<file path="src/rtl/bnn_layer_sequencer.sv">
// bnn_layer_sequencer: tiles one fully-connected binary-weight layer over a
// combinational datapath. Walks input tiles (k) inside output tiles (o),
// issues reads to the input buffer and weight memory, and accumulates the
// per-tile partial sums into wide signed per-lane accumulators. Each finished
// output tile is offered on a valid/ready stream.
//
// Build option: define SEQ_SATURATE_EN to clamp each output lane to the signed
// BIT_CNT range; otherwise each lane is the low BIT_CNT bits of its
// accumulator (two's-complement wrap).
module bnn_layer_sequencer #(
    parameter int INPUT_DIM     = 16,
    parameter int OUTPUT_DIM    = 8,
    parameter int BIT_CNT       = 8,
    parameter int MAX_IN_TILES  = 16,
    parameter int MAX_OUT_TILES = 16,
    parameter int ACC_BIT       = 16
) (
    input  logic                                          clk,
    input  logic                                          rst,
    input  logic                                          start,
    input  logic [$clog2(MAX_IN_TILES):0]                 cfg_in_tiles,
    input  logic [$clog2(MAX_OUT_TILES):0]                cfg_out_tiles,
    output logic                                          rd_en,
    output logic [$clog2(MAX_IN_TILES)-1:0]               in_addr,
    output logic [$clog2(MAX_IN_TILES*MAX_OUT_TILES)-1:0] w_addr,
    input  logic [OUTPUT_DIM*BIT_CNT-1:0]                 dp_result,
    output logic                                          out_valid,
    input  logic                                          out_ready,
    output logic [OUTPUT_DIM*BIT_CNT-1:0]                 out_data,
    output logic [$clog2(MAX_OUT_TILES)-1:0]              out_tile,
    output logic                                          busy,
    output logic                                          done
);

    localparam int IN_AW  = $clog2(MAX_IN_TILES);
    localparam int OUT_AW = $clog2(MAX_OUT_TILES);
    localparam int W_AW   = $clog2(MAX_IN_TILES*MAX_OUT_TILES);
    localparam int NI_W   = IN_AW + 1;
    localparam int NO_W   = OUT_AW + 1;

    // Reject parameter sets where the accumulator cannot hold a full layer.
    generate
        if (INPUT_DIM < 1 || ACC_BIT < BIT_CNT + $clog2(MAX_IN_TILES)) begin : g_bad_cfg
            $error("bnn_layer_sequencer: ACC_BIT too narrow or INPUT_DIM < 1");
        end
    endgenerate

    typedef enum logic [1:0] {
        S_IDLE  = 2'd0,
        S_RUN   = 2'd1,
        S_DRAIN = 2'd2,
        S_OUT   = 2'd3
    } state_t;

    state_t                          state_q, state_d;
    logic [NI_W-1:0]                 n_q, n_d;
    logic [NO_W-1:0]                 m_q, m_d;
    logic [IN_AW-1:0]                k_q, k_d;
    logic [OUT_AW-1:0]               o_q, o_d;
    logic [W_AW-1:0]                 base_q, base_d;
    logic                            acc_vld_q, acc_vld_d;
    logic [OUTPUT_DIM*ACC_BIT-1:0]   acc_q, acc_d;
    logic [OUTPUT_DIM*BIT_CNT-1:0]   out_data_q, out_data_d;
    logic [OUT_AW-1:0]               out_tile_q, out_tile_d;
    logic                            done_q, done_d;

    logic                            acc_clr;
    logic [OUTPUT_DIM*BIT_CNT-1:0]   lane_res;
    logic                            cfg_ok;
    logic                            last_k;
    logic                            last_o;

    assign cfg_ok = (cfg_in_tiles != '0) && (cfg_out_tiles != '0);
    assign last_k = ({1'b0, k_q} == n_q - NI_W'(1));
    assign last_o = ({1'b0, o_q} == m_q - NO_W'(1));

    // Per-lane accumulate and output-lane formatting. lane_res already
    // includes the partial sum arriving this cycle so DRAIN can register it.
    generate
        for (genvar gi = 0; gi < OUTPUT_DIM; gi++) begin : g_lane
            logic signed [BIT_CNT-1:0] dp_lane;
            logic signed [ACC_BIT-1:0] acc_lane;
            logic signed [ACC_BIT-1:0] acc_sum;

            assign dp_lane  = dp_result[gi*BIT_CNT +: BIT_CNT];
            assign acc_lane = acc_q[gi*ACC_BIT +: ACC_BIT];
            assign acc_sum  = acc_vld_q
                            ? acc_lane + {{(ACC_BIT-BIT_CNT){dp_lane[BIT_CNT-1]}}, dp_lane}
                            : acc_lane;
            assign acc_d[gi*ACC_BIT +: ACC_BIT] = acc_clr ? '0 : acc_sum;
`ifdef SEQ_SATURATE_EN
            localparam logic signed [ACC_BIT-1:0] SAT_MAX = ACC_BIT'((1 << (BIT_CNT-1)) - 1);
            localparam logic signed [ACC_BIT-1:0] SAT_MIN = ~SAT_MAX;
            assign lane_res[gi*BIT_CNT +: BIT_CNT] =
                (acc_sum > SAT_MAX) ? SAT_MAX[BIT_CNT-1:0] :
                (acc_sum < SAT_MIN) ? SAT_MIN[BIT_CNT-1:0] :
                                      acc_sum[BIT_CNT-1:0];
`else
            assign lane_res[gi*BIT_CNT +: BIT_CNT] = acc_sum[BIT_CNT-1:0];
`endif
        end
    endgenerate

    // State register.
    always_ff @(posedge clk) begin
        if (rst) begin
            state_q <= S_IDLE;
        end else begin
            state_q <= state_d;
        end
    end

    // Next-state logic.
    always_comb begin
        state_d = state_q;
        case (state_q)
            S_IDLE:  if (start && cfg_ok) state_d = S_RUN;
            S_RUN:   if (last_k) state_d = S_DRAIN;
            S_DRAIN: state_d = S_OUT;
            S_OUT:   if (out_ready) state_d = last_o ? S_IDLE : S_RUN;
            default: state_d = S_IDLE;
        endcase
    end

    // Outputs decoded from the current state; addresses read as 0 when idle.
    always_comb begin
        rd_en     = (state_q == S_RUN);
        in_addr   = '0;
        w_addr    = '0;
        if (state_q == S_RUN) begin
            in_addr = k_q;
            w_addr  = base_q + W_AW'(k_q);
        end
        busy      = (state_q != S_IDLE);
        out_valid = (state_q == S_OUT);
    end

    assign out_data = out_data_q;
    assign out_tile = out_tile_q;
    assign done     = done_q;

    // Counter, accumulator-control and output-register updates.
    always_comb begin
        n_d        = n_q;
        m_d        = m_q;
        k_d        = k_q;
        o_d        = o_q;
        base_d     = base_q;
        acc_clr    = 1'b0;
        done_d     = 1'b0;
        acc_vld_d  = (state_q == S_RUN);
        out_data_d = '0;
        out_tile_d = '0;
        case (state_q)
            S_IDLE: begin
                if (start) begin
                    if (cfg_ok) begin
                        n_d     = cfg_in_tiles;
                        m_d     = cfg_out_tiles;
                        k_d     = '0;
                        o_d     = '0;
                        base_d  = '0;
                        acc_clr = 1'b1;
                    end else begin
                        done_d  = 1'b1;
                    end
                end
            end
            S_RUN: begin
                k_d = k_q + IN_AW'(1);
            end
            S_DRAIN: begin
                out_data_d = lane_res;
                out_tile_d = o_q;
            end
            S_OUT: begin
                if (out_ready) begin
                    if (last_o) begin
                        done_d  = 1'b1;
                    end else begin
                        o_d     = o_q + OUT_AW'(1);
                        k_d     = '0;
                        base_d  = base_q + W_AW'(n_q);
                        acc_clr = 1'b1;
                    end
                end else begin
                    out_data_d = out_data_q;
                    out_tile_d = out_tile_q;
                end
            end
            default: ;
        endcase
    end

    // Datapath registers; reset discards any layer in flight.
    always_ff @(posedge clk) begin
        if (rst) begin
            n_q        <= '0;
            m_q        <= '0;
            k_q        <= '0;
            o_q        <= '0;
            base_q     <= '0;
            acc_vld_q  <= 1'b0;
            acc_q      <= '0;
            out_data_q <= '0;
            out_tile_q <= '0;
            done_q     <= 1'b0;
        end else begin
            n_q        <= n_d;
            m_q        <= m_d;
            k_q        <= k_d;
            o_q        <= o_d;
            base_q     <= base_d;
            acc_vld_q  <= acc_vld_d;
            acc_q      <= acc_d;
            out_data_q <= out_data_d;
            out_tile_q <= out_tile_d;
            done_q     <= done_d;
        end
    end

endmodule

</file>
<file path="config.mk">
export PLATFORM = sky130hd
export DESIGN_NAME = bnn_layer_sequencer
export DESIGN_NICKNAME = d
export VERILOG_FILES = /design/src/rtl/bnn_layer_sequencer.sv
export SDC_FILE = /design/constraint.sdc
export NUM_CORES = 1
export LEC_CHECK = 0
export ABC_AREA = 1
export BUFFER_PORTS_ARGS = -buffer_cell sky130_fd_sc_hd__buf_2
export CAP_MARGIN = 10
export CORE_UTILIZATION = 62
export DETAILED_ROUTE_END_ITERATION = 10
export PLACE_DENSITY = 0.86
export SLEW_MARGIN = 15
export SYNTH_ARGS = -nofsm -noshare
export SYNTH_HDL_FRONTEND = slang
export SYNTH_SLANG_ARGS = --single-unit
</file>
<file path="constraint.sdc">
create_clock -name clk -period 3.9 [get_ports clk]
set_input_delay 0.39 -clock clk [delete_from_list [all_inputs] [get_ports clk]]
set_output_delay 0.39 -clock clk [all_outputs]
set_load 0.01 [all_outputs]
</file>
# After elaboration in Yosys (flattened, before gate mapping)
# Index checks and enable logic that the tools add are counted.
[classes]
n_addsub = 14
n_mul = 0
div_mod_pow = 0
n_lt_le_gt_ge = 0
n_eq_ne = 11
shift = 0
muxes = 42
bitwise = 0
reduce_logical = 13
[op_table]
columns = ["op", "count"]
rows = [
  ["$add A16 B16 Y16", 8],
  ["$pmux W64 S2", 1],
  ["$mux W8", 13],
  ["$mux W64", 1],
  ["$mux W4", 8],
  ["$pmux W4 S2", 2],
  ["$pmux W8 S2", 1],
  ["$pmux W4 S3", 1],
  ["$eq A4 B5 Y1", 2],
  ["$reduce_and A5 Y1", 2],
  ["$reduce_bool A5 Y1", 2],
  ["$sub A5 B1 Y5 const B", 2],
  ["$mux W1", 9],
  ["$add A4 B1 Y4 const B", 2],
  ["$add A8 B4 Y8", 1],
  ["$add A8 B5 Y8", 1],
  ["$ne A2 B2 Y1 const B", 4],
  ["$pmux W2 S4", 1],
  ["$mux W2", 3],
  ["$reduce_and A3 Y1", 2],
  ["$eq A2 B2 Y1 const B", 2],
  ["$ne A2 B1 Y1 const B", 2],
  ["$pmux W1 S2", 2],
  ["$reduce_bool A2 Y1", 2],
  ["5 further kinds", 6],
]
[word_totals]
ff_bits = 226
latch_bits = 0
ramBits = 0
mem_bits_ro = 0
in_bits = 78
word_cells = 92
mem_count = 0

# Logic depth before layout (Yosys ltp)
# Gate-level depths: netlist (run 1).
[logic_depth]
depth_word = 6
ltp_mapped = 15

# Worst setup path after synthesis (run 1)
# Ideal clock, no wire load.
[synth_path]
path_kind = "register -> output"
from = "reg k_q[0]"
to = "out w_addr[6]"
arrival_time_ps = 1682
required_ps = 3510
slack_ps = 1828
path_stages_with_launch = 9
path_cell_list = "dfxtp_1 > ha_1 > fa_1 > nand2_1 > inv_1 > o21a_1 > nor2_1 > nor3_1 > nor3_1"
[synth_between]
elab_chain_len = 2
[synth_lines]
columns = ["item", "line_no", "text"]
rows = [
  ["from (decl)", "58", "logic [IN_AW-1:0] k_q, k_d;"],
  ["from (signal assigned)", "211", "k_q <= k_d;"],
  ["$add A8 B4 Y8", "132", "w_addr = base_q + W_AW'(k_q);"],
  ["$mux W8", "130", "if (state_q == S_RUN) begin"],
  ["to (decl)", "25", "output logic [$clog2(MAX_IN_TILES*MAX_OUT_TILES)-1:0] w_addr,"],
]
# Every way passes these cells.

# Worst setup path in the final report (run 1)
[layout_path]
from = "reg state_q[0]"
to = "reg out_data_q[38], in the netlist out_data[38]"
[layout_between]
elab_chain_len = 2
[layout_lines]
columns = ["item", "line_no", "text"]
rows = [
  ["from (decl)", "55", "state_t state_q, state_d;"],
  ["from (signal assigned)", "109", "state_q <= state_d;"],
  ["$eq A2 B2 Y1", "154", "case (state_q)"],
  ["$pmux W64 S2 / $ne A2 B1 Y1 (equally long branches)", "n/a", ""],
  ["to (signal assigned)", "216", "out_data_q <= out_data_d;"],
  ["to (decl)", "63", "logic [OUTPUT_DIM*BIT_CNT-1:0] out_data_q, out_data_d;"],
]
# Several ways; a longest one is shown, not always the timed one.
# A chain may end at the register's enable or synchronous reset.

==> results of run 1 <==
metal layers:
| layer | global-route usage [%] | up-vias |
|---|---|---|
| li1 | - | 4740 |
| met1 | 35.85 | 4225 |
| met2 | 49.61 | 299 |
| met3 | 4.996 | 50 |
| met4 | 12.18 | 0 |
| met5 | 0 | - |
metrics by stage:
step	utilization [%]	total power, W	setup WS, ps
2_1_floorplan	-	0.003894	1828
3_3_place_gp	68.72	0.004211	1257
3_5_place_dp	68.72	0.004270	1119
4_1_cts	72.85	0.006127	1105
5_1_grt	72.87	0.006499	456.3
6_report	72.87	0.006134	740.5
cell usage after synthesis (all sizes together):
master     n
a21oi    126
xor2      26
a31oi      2
or2       33
nand2    346
buf       21
a2bb2oi    8
ha        73
nand3b     3
nand3    121
inv      151
nand4     28
o21a       1
dfxtp    162
o211ai    15
a21o       9
nor3      14
o21ai     44
o22ai      1
nor2     131
xnor2     13
clkbuf    34
fa        10
registers in the layout, summed over array words and instances, names as in the netlist:
| signal | flops |
|---|---|
| acc_vld_q | 1 |
| acc_q | 64 |
| out_tile | 4 |
| n_q | 5 |
| base_q | 8 |
| k_q | 4 |
| o_q | 4 |
| state_q | 2 |
| out_data | 64 |
| done | 1 |
| m_q | 5 |
worst register-to-register path: cells and delay by family (launching register included):
family / cells / cell delay (ps)
AO/OA/AOI/OAI: 1 / 120
adder cells (fa/ha/maj): 1 / 500
buffers and inverters: 3 / 1090
flip-flops: 1 / 400
AND/OR/NAND/NOR: 3 / 870
kinds of logic after synthesis:
logic type / count (synthesis)
simple gates: 676
compound gates: 206
buf+inv: 206
flops: 162
fa+ha+maj: 83
xor+xnor: 39
cell usage in the layout (no fill, tap or decap):
cell type   instances
bufinv_16           4
nand3_2             2
fa_1               10
diode_2             1
nand2_2             2
inv_1             145
o211ai_1           15
clkinv_2            3
or2_2              33
nand3b_1            3
a2bb2oi_1           8
o22ai_1             1
nand2_8             1
clkbuf_8            4
clkinv_4            1
a21oi_1           126
nor2_4             63
inv_2               5
xor2_1             26
nand4_1            28
nand3_1           119
o21a_1              1
nor2_2              1
nand2_4             2
nor3_1             14
nand2_1           341
nor2_1             67
clkbuf_1            1
o21ai_0            44
buf_2             161
dfxtp_4             1
clkbuf_16          18
a31oi_1             2
buf_4               7
dfxtp_1           161
xnor2_1            13
ha_1               73
a21o_1              9
clkinvlp_4          1
final timing paths:
kind,startpoint,to,cells after the start
worst min-delay path,cfg_in_tiles[4],n_q[4],3
worst max-delay path,state_q[0],out_data[38],8
worst max register to register,state_q[0],out_data[38],8
worst min register to register,out_data[45],out_data[45],2
area by class of cell:
cell class                 count  share of cell area [%]
tap                          216                   2.335
multi-input combinational   1004                   51.61
clock inverter                 8                   1.265
antenna                        1                 0.02162
sequential                   162                   28.05
timing repair buffer         168                   7.415
clock buffer                  23                   4.399
inverter                     151                   4.907
power by group:
group	internal (W)	switching, W
registers	0.00184	0.000191
clock network	0.00117	0.000676
logic	0.000782	0.00147
==> results.sh, run 1 <==
export IMPL_grt_total_usage_pct=28.95
export IMPL_grt_pass1_vias=8524
export IMPL_wire_per_inst_microns=13.69
export IMPL_synth_area_sq_mm=0.01010
export IMPL_finalInstanceArea_sq_mm=0.01158
export IMPL_placed_area_sq_mm=0.01092
export IMPL_yosysTopAreaCell="dfxtp_1"
export IMPL_yosys_warnings=0
export IMPL_hold_ws_ps=241.9
export IMPL_start_util_pct=63.58
export IMPL_critPathMaxFanout=60
export IMPL_ys_ff_latch=162
export IMPL_regArea_sq_mm=0.003247
export IMPL_routed_wl_microns=23730
export IMPL_ant_nets=0
export IMPL_fmax_mhz=316.5
export IMPL_rsz0062_at_grt="no"
export IMPL_core_area_sq_mm=0.01589
export IMPL_slowest_delay_ps=880
export IMPL_clock_sinks=162
export IMPL_yosys_area_share_simple_pct=33.51
export IMPL_grt_pass1_wl_microns=38930
export IMPL_nNetsFinal=1665
export IMPL_post_place_cells=1701
export IMPL_route_met3_wl_microns=1351
export IMPL_finalSetupViolCount=0
export IMPL_placementRows=46
export IMPL_min_period_over_period_pct=81.01
export IMPL_ir_worst_vdd_uv=427.8
export IMPL_hold_class="in -> reg"
export IMPL_cts_tree="done"
export IMPL_rrSetupSlack_ps=740
export IMPL_clk_pin_slew_ps=70
export IMPL_cts_htree_levels=4
export IMPL_status="finished, final reports clean"
export IMPL_clk_latency_ps=430
export IMPL_hold_violations=0
export IMPL_dieArea_sq_mm=0.01680
export IMPL_cp_cell_sequence="ha_1 > inv_2 > nor2_4 > inv_2 > nand2_1 > clkinv_2 > nand3_1 > a21oi_1"
export IMPL_vias=9314
export IMPL_antenna_found_initial=1
export IMPL_cts_setup_buffers=0
export IMPL_cts_max_path_buffers=2
export IMPL_wl_met2_microns=11430
export IMPL_die_y_microns=129.6
export IMPL_grt_max_degree=99
export IMPL_relSlewSlack_pct=33.14
export IMPL_cp_data_arrival_time_ps=3410
export IMPL_drc=0
export IMPL_power_density_mw_per_mm2=529.9
export IMPL_postCtsHoldBufs=0
export IMPL_crit_top_cell="inv_2"
export IMPL_die_x_microns=129.6
export IMPL_viasPerCell=5.374
export IMPL_cp_top_family="buffers and inverters"
export IMPL_cpMaxStageDelayCell="clkinv_2"
export IMPL_path_buf_inv=3
export IMPL_critPathLaunchType="register"
export IMPL_finalSetupTns_ps=0
export IMPL_maxCapViolCount=0
export IMPL_portBuffers=161
export IMPL_muxShareOfSynthArea_pct=0
export IMPL_finClkSkew_ps=8.928
export IMPL_final_cells=1733
export IMPL_syn_instance_count=1372
export IMPL_gp_congestion=0.9001
export IMPL_cts_root_buf="clkbuf_16"
export IMPL_firstDrtPassIters=5
export IMPL_syn_area_per_cell_sq_um=7.361
export IMPL_syn_num_nets=1533
export IMPL_numCtsBuffers=17
export IMPL_synthToLayoutAreaGrowth_pct=14.62
export IMPL_critPathKind="reg -> reg"
export IMPL_nFillCells=1278
export IMPL_synth_area_leaders="dfxtp_1, nand2_1, ha_1"
export IMPL_synth_top_family_by_area="simple AND/OR/NAND/NOR gates"
export IMPL_highest_layer="met4"
export IMPL_hpwlAfterDp_microns=16080
export IMPL_drt_iter0_drc=608
export IMPL_multi_input_area_sq_mm=0.005974
export IMPL_globalRouteOverflowTotal=0
export IMPL_worst_pin_slew_ps=1003
export IMPL_ctsResizeCount=0
export IMPL_finalCriticalPeriod_ps=3159
export IMPL_drive_gt1_share_pct=20.38
export IMPL_seq_area_frac_synth_pct=32.11
export IMPL_p_leak_nw=5.479
export IMPL_yosysTopAreaCellShare_pct=32.11
export IMPL_synth_compound_area_share_pct=11.16
export IMPL_synth_cell_types=33
export IMPL_cp_data_required_time_ps=4150
export IMPL_wl_met1_microns=10340
export IMPL_boundaryPins=162
export IMPL_critPathCaptureType="register"
export IMPL_synthAdderAreaFrac_pct=11.03
export IMPL_slew_viol_final=0
export IMPL_synth_xor_area_share_pct=3.382
Note: power is estimated with default switching activity, not from simulation.
==> inputs of run 2 (changes only) <==
--- a/config.mk
+++ b/config.mk
@@ -8,9 +8,9 @@
 export ABC_AREA = 1
 export BUFFER_PORTS_ARGS = -buffer_cell sky130_fd_sc_hd__buf_2
 export CAP_MARGIN = 10
-export CORE_UTILIZATION = 62
+export CORE_UTILIZATION = 58
 export DETAILED_ROUTE_END_ITERATION = 10
-export PLACE_DENSITY = 0.86
+export PLACE_DENSITY = 0.82
 export SLEW_MARGIN = 15
 export SYNTH_ARGS = -nofsm -noshare
 export SYNTH_HDL_FRONTEND = slang
==> constraint.sdc (replaced) <==
create_clock -name clk -period 3.2 [get_ports clk]
set_input_delay 0.32 -clock clk [delete_from_list [all_inputs] [get_ports clk]]
set_output_delay 0.32 -clock clk [all_outputs]
set_load 0.01 [all_outputs]
==> run 2 against run 1 <==
Final area rose by 0.26%. Worst setup slack got worse by 210 ps. Non-clock buffer count rose by 3. Wire length fell by 1.6%. Sequential power rose by 22%. Combinational power rose by 23%. Die area rose by 6.8%. Core utilization fell by 3.9 points. Sequential cell count did not move. Count of clock-buffer cells in the layout fell by 4. Critical path type is now reg -> out. Highest routed layer unchanged.
==> results.sh, run 2 (synthesized netlist as in run 1, its figures left out) <==
export IMPL_status="finished, final reports clean"
export IMPL_path_depth=9
export IMPL_grt_max_degree=89
export IMPL_switchingPower_w=0.002855
export IMPL_gp_congestion=0.8993
export IMPL_grt_total_usage_pct=26.88
export IMPL_combPwrFrac_pct=36.9
export IMPL_wire_per_inst_microns=13.42
export IMPL_ant_nets=0
export IMPL_holdPathEnd="n_q[4]"
export IMPL_viasPerCell=5.326
export IMPL_finalSetupViolCount=0
export IMPL_placementRows=47
export IMPL_critPathLaunchType="register"
export IMPL_p_seq_share_pct=33.0
export IMPL_power_density_mw_per_mm2=645.9
export IMPL_power_total_w=0.007496
export IMPL_fmax_mhz=375.0
export IMPL_mostFrequentLayoutCells="nand2_1, dfxtp_1, buf_2"
export IMPL_nNetsFinal=1668
export IMPL_worstHoldPathCells=3
export IMPL_synthToLayoutAreaGrowth_pct=14.92
export IMPL_hold_class="in -> reg"
export IMPL_p_int_w=0.004642
export IMPL_finClkSkew_ps=6.036
export IMPL_ctsResizeCount=0
export IMPL_cp_top_family="adder cells"
export IMPL_cpMaxStageDelayCell="dfxtp_1"
export IMPL_final_cells=1740
export IMPL_hold_start="cfg_in_tiles[4]"
export IMPL_vias=9268
export IMPL_rrSetupSlack_ps=660
export IMPL_die_x_microns=134.0
export IMPL_final_common_cell="nand2_1"
export IMPL_dieArea_sq_mm=0.01795
export IMPL_r2r_start="state_q[0]"
export IMPL_clk_latency_ps=420
export IMPL_antenna_found_initial=0
export IMPL_antenna_cells=0
export IMPL_drive_gt1_share_pct=20.59
export IMPL_start_util_pct=60.05
export IMPL_critPathKind="reg -> out"
export IMPL_crit_top_cell="nor3_1"
export IMPL_r2r_end="out_data[51]"
export IMPL_firstDrtPassIters=5
export IMPL_core_area_sq_mm=0.01682
export IMPL_cts_tree="done"
export IMPL_cp_data_arrival_time_ps=2350
export IMPL_cp_cell_sequence="ha_1 > fa_1 > nand2_1 > inv_1 > o21a_1 > nor2_1 > nor3_1 > nor3_1 > buf_2"
export IMPL_postCtsHoldBufs=0
export IMPL_hold_violations=0
export IMPL_routed_wl_microns=23350
export IMPL_min_period_over_period_pct=83.33
export IMPL_grt_pass1_vias=8682
export IMPL_worst_pin_slew_ps=999.6
export IMPL_maxCapViolCount=0
export IMPL_die_y_microns=134.0
export IMPL_grt_pass1_wl_microns=39400
export IMPL_critPathMaxFanout=8
export IMPL_globalRouteOverflowTotal=0
export IMPL_cts_root_buf="clkbuf_16"
export IMPL_cts_setup_buffers=0
export IMPL_relSlewSlack_pct=33.26
export IMPL_drc=0
export IMPL_pwr_share_clk_pct=30.1
export IMPL_clk_pin_slew_ps=60
export IMPL_finalSetupTns_ps=0
export IMPL_finalCriticalPeriod_ps=2666
export IMPL_portBuffers=161
export IMPL_critPathCaptureType="output pin"
export IMPL_switching_share_pct=38.08
export IMPL_cts_max_path_buffers=2
export IMPL_hpwlAfterDp_microns=16350
export IMPL_slowest_delay_ps=380
export IMPL_slew_viol_final=0
export IMPL_cts_htree_levels=4
export IMPL_p_leak_nw=5.501
export IMPL_numCtsBuffers=17
export IMPL_rsz0062_at_grt="no"
export IMPL_post_place_cells=1708
export IMPL_drt_iter0_drc=476
export IMPL_ir_worst_vdd_uv=582.6
export IMPL_path_buf_inv=2
export IMPL_cp_data_required_time_ps=2880
export IMPL_reg2regPathDepth=9
export IMPL_clock_sinks=162
export IMPL_boundaryPins=162
## run 2: how the worst max path moves through the flow
stage | from | to | slack, ps
finish | k_q[0] | w_addr[6] | 530
global route | k_q[0] | w_addr[6] | 400
CTS | k_q[0] | w_addr[6] | 540
detailed placement | state_q[0] | out_data[51] | 690
global placement | m_q[0] | acc_q[51] | 790
floorplan | k_q[0] | w_addr[6] | 1200
## run 2: cell type report
cell class,count,area (sq um)
multi-input combinational,1004,5974
fill,1418,5213
sequential,162,3247
timing repair buffer,171,893.4
inverter,151,566.8
clock buffer,19,442.9
tap,220,275.3
clock inverter,13,206.4
## run 2: power groups by stage
stage / Clock, W / Sequential [W] / Combinational, W
floorplan: 0 / 0.00243 / 0.00232
global placement: 0 / 0.00250 / 0.00268
detailed placement: 0 / 0.00251 / 0.00273
CTS: 0.00229 / 0.00247 / 0.00277
global route: 0.00235 / 0.00251 / 0.00311
finish: 0.00225 / 0.00247 / 0.00277
## run 2: per-layer routing
metal  part of all wire (%)  track usage [%]  vias up
met5                      0                0        -
met4                    2.1            9.470        0
met3                    4.8            4.082       40
met2                     48            45.83      259
met1                     45            34.40     4236
li1                       -                -     4733
## run 2: per-stage QoR
step	util, %	hold slack, ps	setup slack [ps]	area, sq um
after floorplan	-	450.5	1198	10100
after global placement	65.15	450.1	792.4	10960
after detailed placement	65.15	451.7	688.8	10960
after CTS	69.01	155.1	537.8	11610
after global routing	69.01	177.8	395.4	11610
final	69.01	167.9	533.6	11610
## run 2: worst min-delay path: stages
cell,delay (ps)
buf_2,110
nand2_1,60
a21oi_1,50
==> inputs of run 3 (changes only) <==
--- a/config.mk
+++ b/config.mk
@@ -8,9 +8,9 @@
 export ABC_AREA = 1
 export BUFFER_PORTS_ARGS = -buffer_cell sky130_fd_sc_hd__buf_2
 export CAP_MARGIN = 10
-export CORE_UTILIZATION = 58
+export CORE_UTILIZATION = 52
 export DETAILED_ROUTE_END_ITERATION = 10
-export PLACE_DENSITY = 0.82
+export PLACE_DENSITY = 0.77
 export SLEW_MARGIN = 15
 export SYNTH_ARGS = -nofsm -noshare
 export SYNTH_HDL_FRONTEND = slang
==> constraint.sdc (replaced) <==
create_clock -name clk -period 2.3 [get_ports clk]
set_input_delay 0.23 -clock clk [delete_from_list [all_inputs] [get_ports clk]]
set_output_delay 0.23 -clock clk [all_outputs]
set_load 0.01 [all_outputs]
==> run 3 against run 2 <==
Wire length rose by 0.53%. Sequential share of layout area shrank 0.31 points. Clock power grew 23%. Core utilization decreased by 6.7 points. Largest power group unchanged. Largest cell class unchanged. Critical path depth rose by 1. Final area is 1.4% higher.
==> results.sh, run 3 (synthesized netlist as in run 1, its figures left out) <==
export IMPL_start_util_pct=53.46
export IMPL_slew_viol_final=0
export IMPL_power_density_mw_per_mm2=866.6
export IMPL_grt_total_usage_pct=24.29
export IMPL_postCtsHoldBufs=0
export IMPL_worst_pin_slew_ps=961.5
export IMPL_grt_max_degree=88
export IMPL_critPathCaptureType="output pin"
export IMPL_p_int_w=0.006268
export IMPL_clock_sinks=162
export IMPL_switching_share_pct=38.54
export IMPL_vias=9289
export IMPL_antenna_cells=0
export IMPL_globalRouteOverflowTotal=0
export IMPL_worstHoldPathCells=3
export IMPL_placementRows=50
export IMPL_pwr_share_clk_pct=27.2
export IMPL_drt_iter0_drc=412
export IMPL_finalSetupViolCount=0
export IMPL_combPwrFrac_pct=39.7
export IMPL_mostFrequentLayoutCells="nand2_1, buf_2, dfxtp_1"
export IMPL_firstDrtPassIters=5
export IMPL_nNetsFinal=1680
export IMPL_grt_pass1_vias=8829
export IMPL_antenna_found_initial=0
export IMPL_switchingPower_w=0.003930
export IMPL_hold_start="cfg_in_tiles[4]"
export IMPL_finClkSkew_ps=8.866
export IMPL_clk_pin_slew_ps=60
export IMPL_rrSetupSlack_ps=210
export IMPL_core_area_sq_mm=0.01889
export IMPL_cts_htree_levels=4
export IMPL_wire_per_inst_microns=13.11
export IMPL_status="finished, final reports clean"
export IMPL_finalCriticalPeriod_ps=2294
export IMPL_drive_gt1_share_pct=21.76
export IMPL_hold_ws_ps=68.43
export IMPL_final_core_util_pct=62.28
export IMPL_routed_wl_microns=23470
export IMPL_portBuffers=161
export IMPL_die_x_microns=141.4
export IMPL_cp_data_required_time_ps=2070
export IMPL_boundaryPins=162
export IMPL_die_y_microns=141.4
export IMPL_critPathMaxFanout=2
export IMPL_critPathKind="reg -> out"
export IMPL_critPathLaunchType="register"
export IMPL_viasPerCell=5.189
export IMPL_gp_congestion=0.8551
export IMPL_clk_latency_ps=420
export IMPL_r2r_start="m_q[0]"
export IMPL_cp_data_arrival_time_ps=2060
export IMPL_min_period_over_period_pct=99.74
export IMPL_finalSetupTns_ps=0
export IMPL_p_seq_share_pct=33.1
export IMPL_relSlewSlack_pct=35.90
export IMPL_synthToLayoutAreaGrowth_pct=16.51
export IMPL_ant_nets=0
export IMPL_p_leak_nw=5.523
export IMPL_cts_root_buf="clkbuf_16"
export IMPL_maxCapViolCount=0
export IMPL_fmax_mhz=435.9
export IMPL_ir_worst_vdd_uv=550.8
export IMPL_hold_violations=0
export IMPL_grt_pass1_wl_microns=39470
export IMPL_holdPathEnd="n_q[4]"
export IMPL_final_common_cell="nand2_1"
export IMPL_rsz0062_at_grt="yes"
export IMPL_hpwlAfterDp_microns=16870
export IMPL_drc=0
export IMPL_numCtsBuffers=17
export IMPL_dieArea_sq_mm=0.01998
export IMPL_cts_tree="done"
export IMPL_hold_class="in -> reg"
export IMPL_cts_max_path_buffers=2
export IMPL_reg2regPathDepth=14
export IMPL_r2r_end="acc_q[16]"
==> run 3: changes by cell type in the layout (fill, tap and decap cells not counted), moves of 3 or more <==
cell       previous run  this run
dfxtp_2               0         4
bufinv_16             5         2
clkbuf_1              1         5
buf_4                 9        18
buf_12                1         5
clkinv_4              3         0
dfxtp_1             161       156
==> run 3: per-layer routing <==
layer | track usage (%) | share of wire, % | wire (microns) | vias to the layer above
met5 | 0 | 0 | 0 | -
met4 | 10.47 | 2.5 | 579 | 0
met3 | 3.746 | 4.9 | 1141 | 47
met2 | 42.57 | 48 | 11300 | 244
met1 | 29.47 | 45 | 10460 | 4231
li1 | - | - | - | 4767
==> run 3: final cells by class <==
type / count / area, sq um
fill: 1683 / 7126
multi-input combinational: 1004 / 6021
sequential: 162 / 3256
timing repair buffer: 183 / 1036
inverter: 151 / 566.8
clock buffer: 25 / 485.5
tap: 260 / 325.3
clock inverter: 5 / 77.57
==> run 3: critical path, stage by stage (launching register included) <==
cell,delay [ps]
dfxtp_2,340
ha_4,160
fa_2,330
nand2_1,90
inv_2,40
o21a_1,200
nor2_2,130
nor2_2,60
a21oi_1,120
nor3_1,50
buf_2,150
==> run 3: worst max-delay path by stage <==
stage | startpoint | to | slack [ps] | cells after the start
floorplan | k_q[0] | w_addr[6] | 390 | 8
global placement | m_q[0] | acc_q[118] | 280 | 14
finish | k_q[0] | w_addr[6] | 6 | 10
detailed placement | m_q[0] | acc_q[18] | 220 | 14
CTS | base_q[0] | w_addr[6] | -5 | 10
global route | k_q[0] | w_addr[6] | -90 | 9
==> run 3: per-stage QoR <==
step	setup WS [ps]	power [W]	cells	instance area (sq um)
floorplan	388.2	0.006602	1372	10100
global route	-91.76	0.01088	1790	11770
detailed placement	221.3	0.007441	1758	11130
CTS	-5.197	0.01024	1788	11720
finish	6.067	0.01020	1790	11770
global placement	278.1	0.007350	1758	11130
==> run 3: power by group through the flow <==
stage / Clock, W / Sequential (W) / Combinational, W
floorplan: 0 / 0.00338 / 0.00322
global placement: 0 / 0.00342 / 0.00393
detailed placement: 0 / 0.00343 / 0.00401
CTS: 0.00282 / 0.00338 / 0.00405
global route: 0.00293 / 0.00342 / 0.00453
finish: 0.00277 / 0.00338 / 0.00405
==> run 3: repair_timing <==
item	4_1_cts	5_1_grt
buffers inserted	0	2
pin swaps	1	3
resized for setup	7	9
setup endpoints to repair	3	3
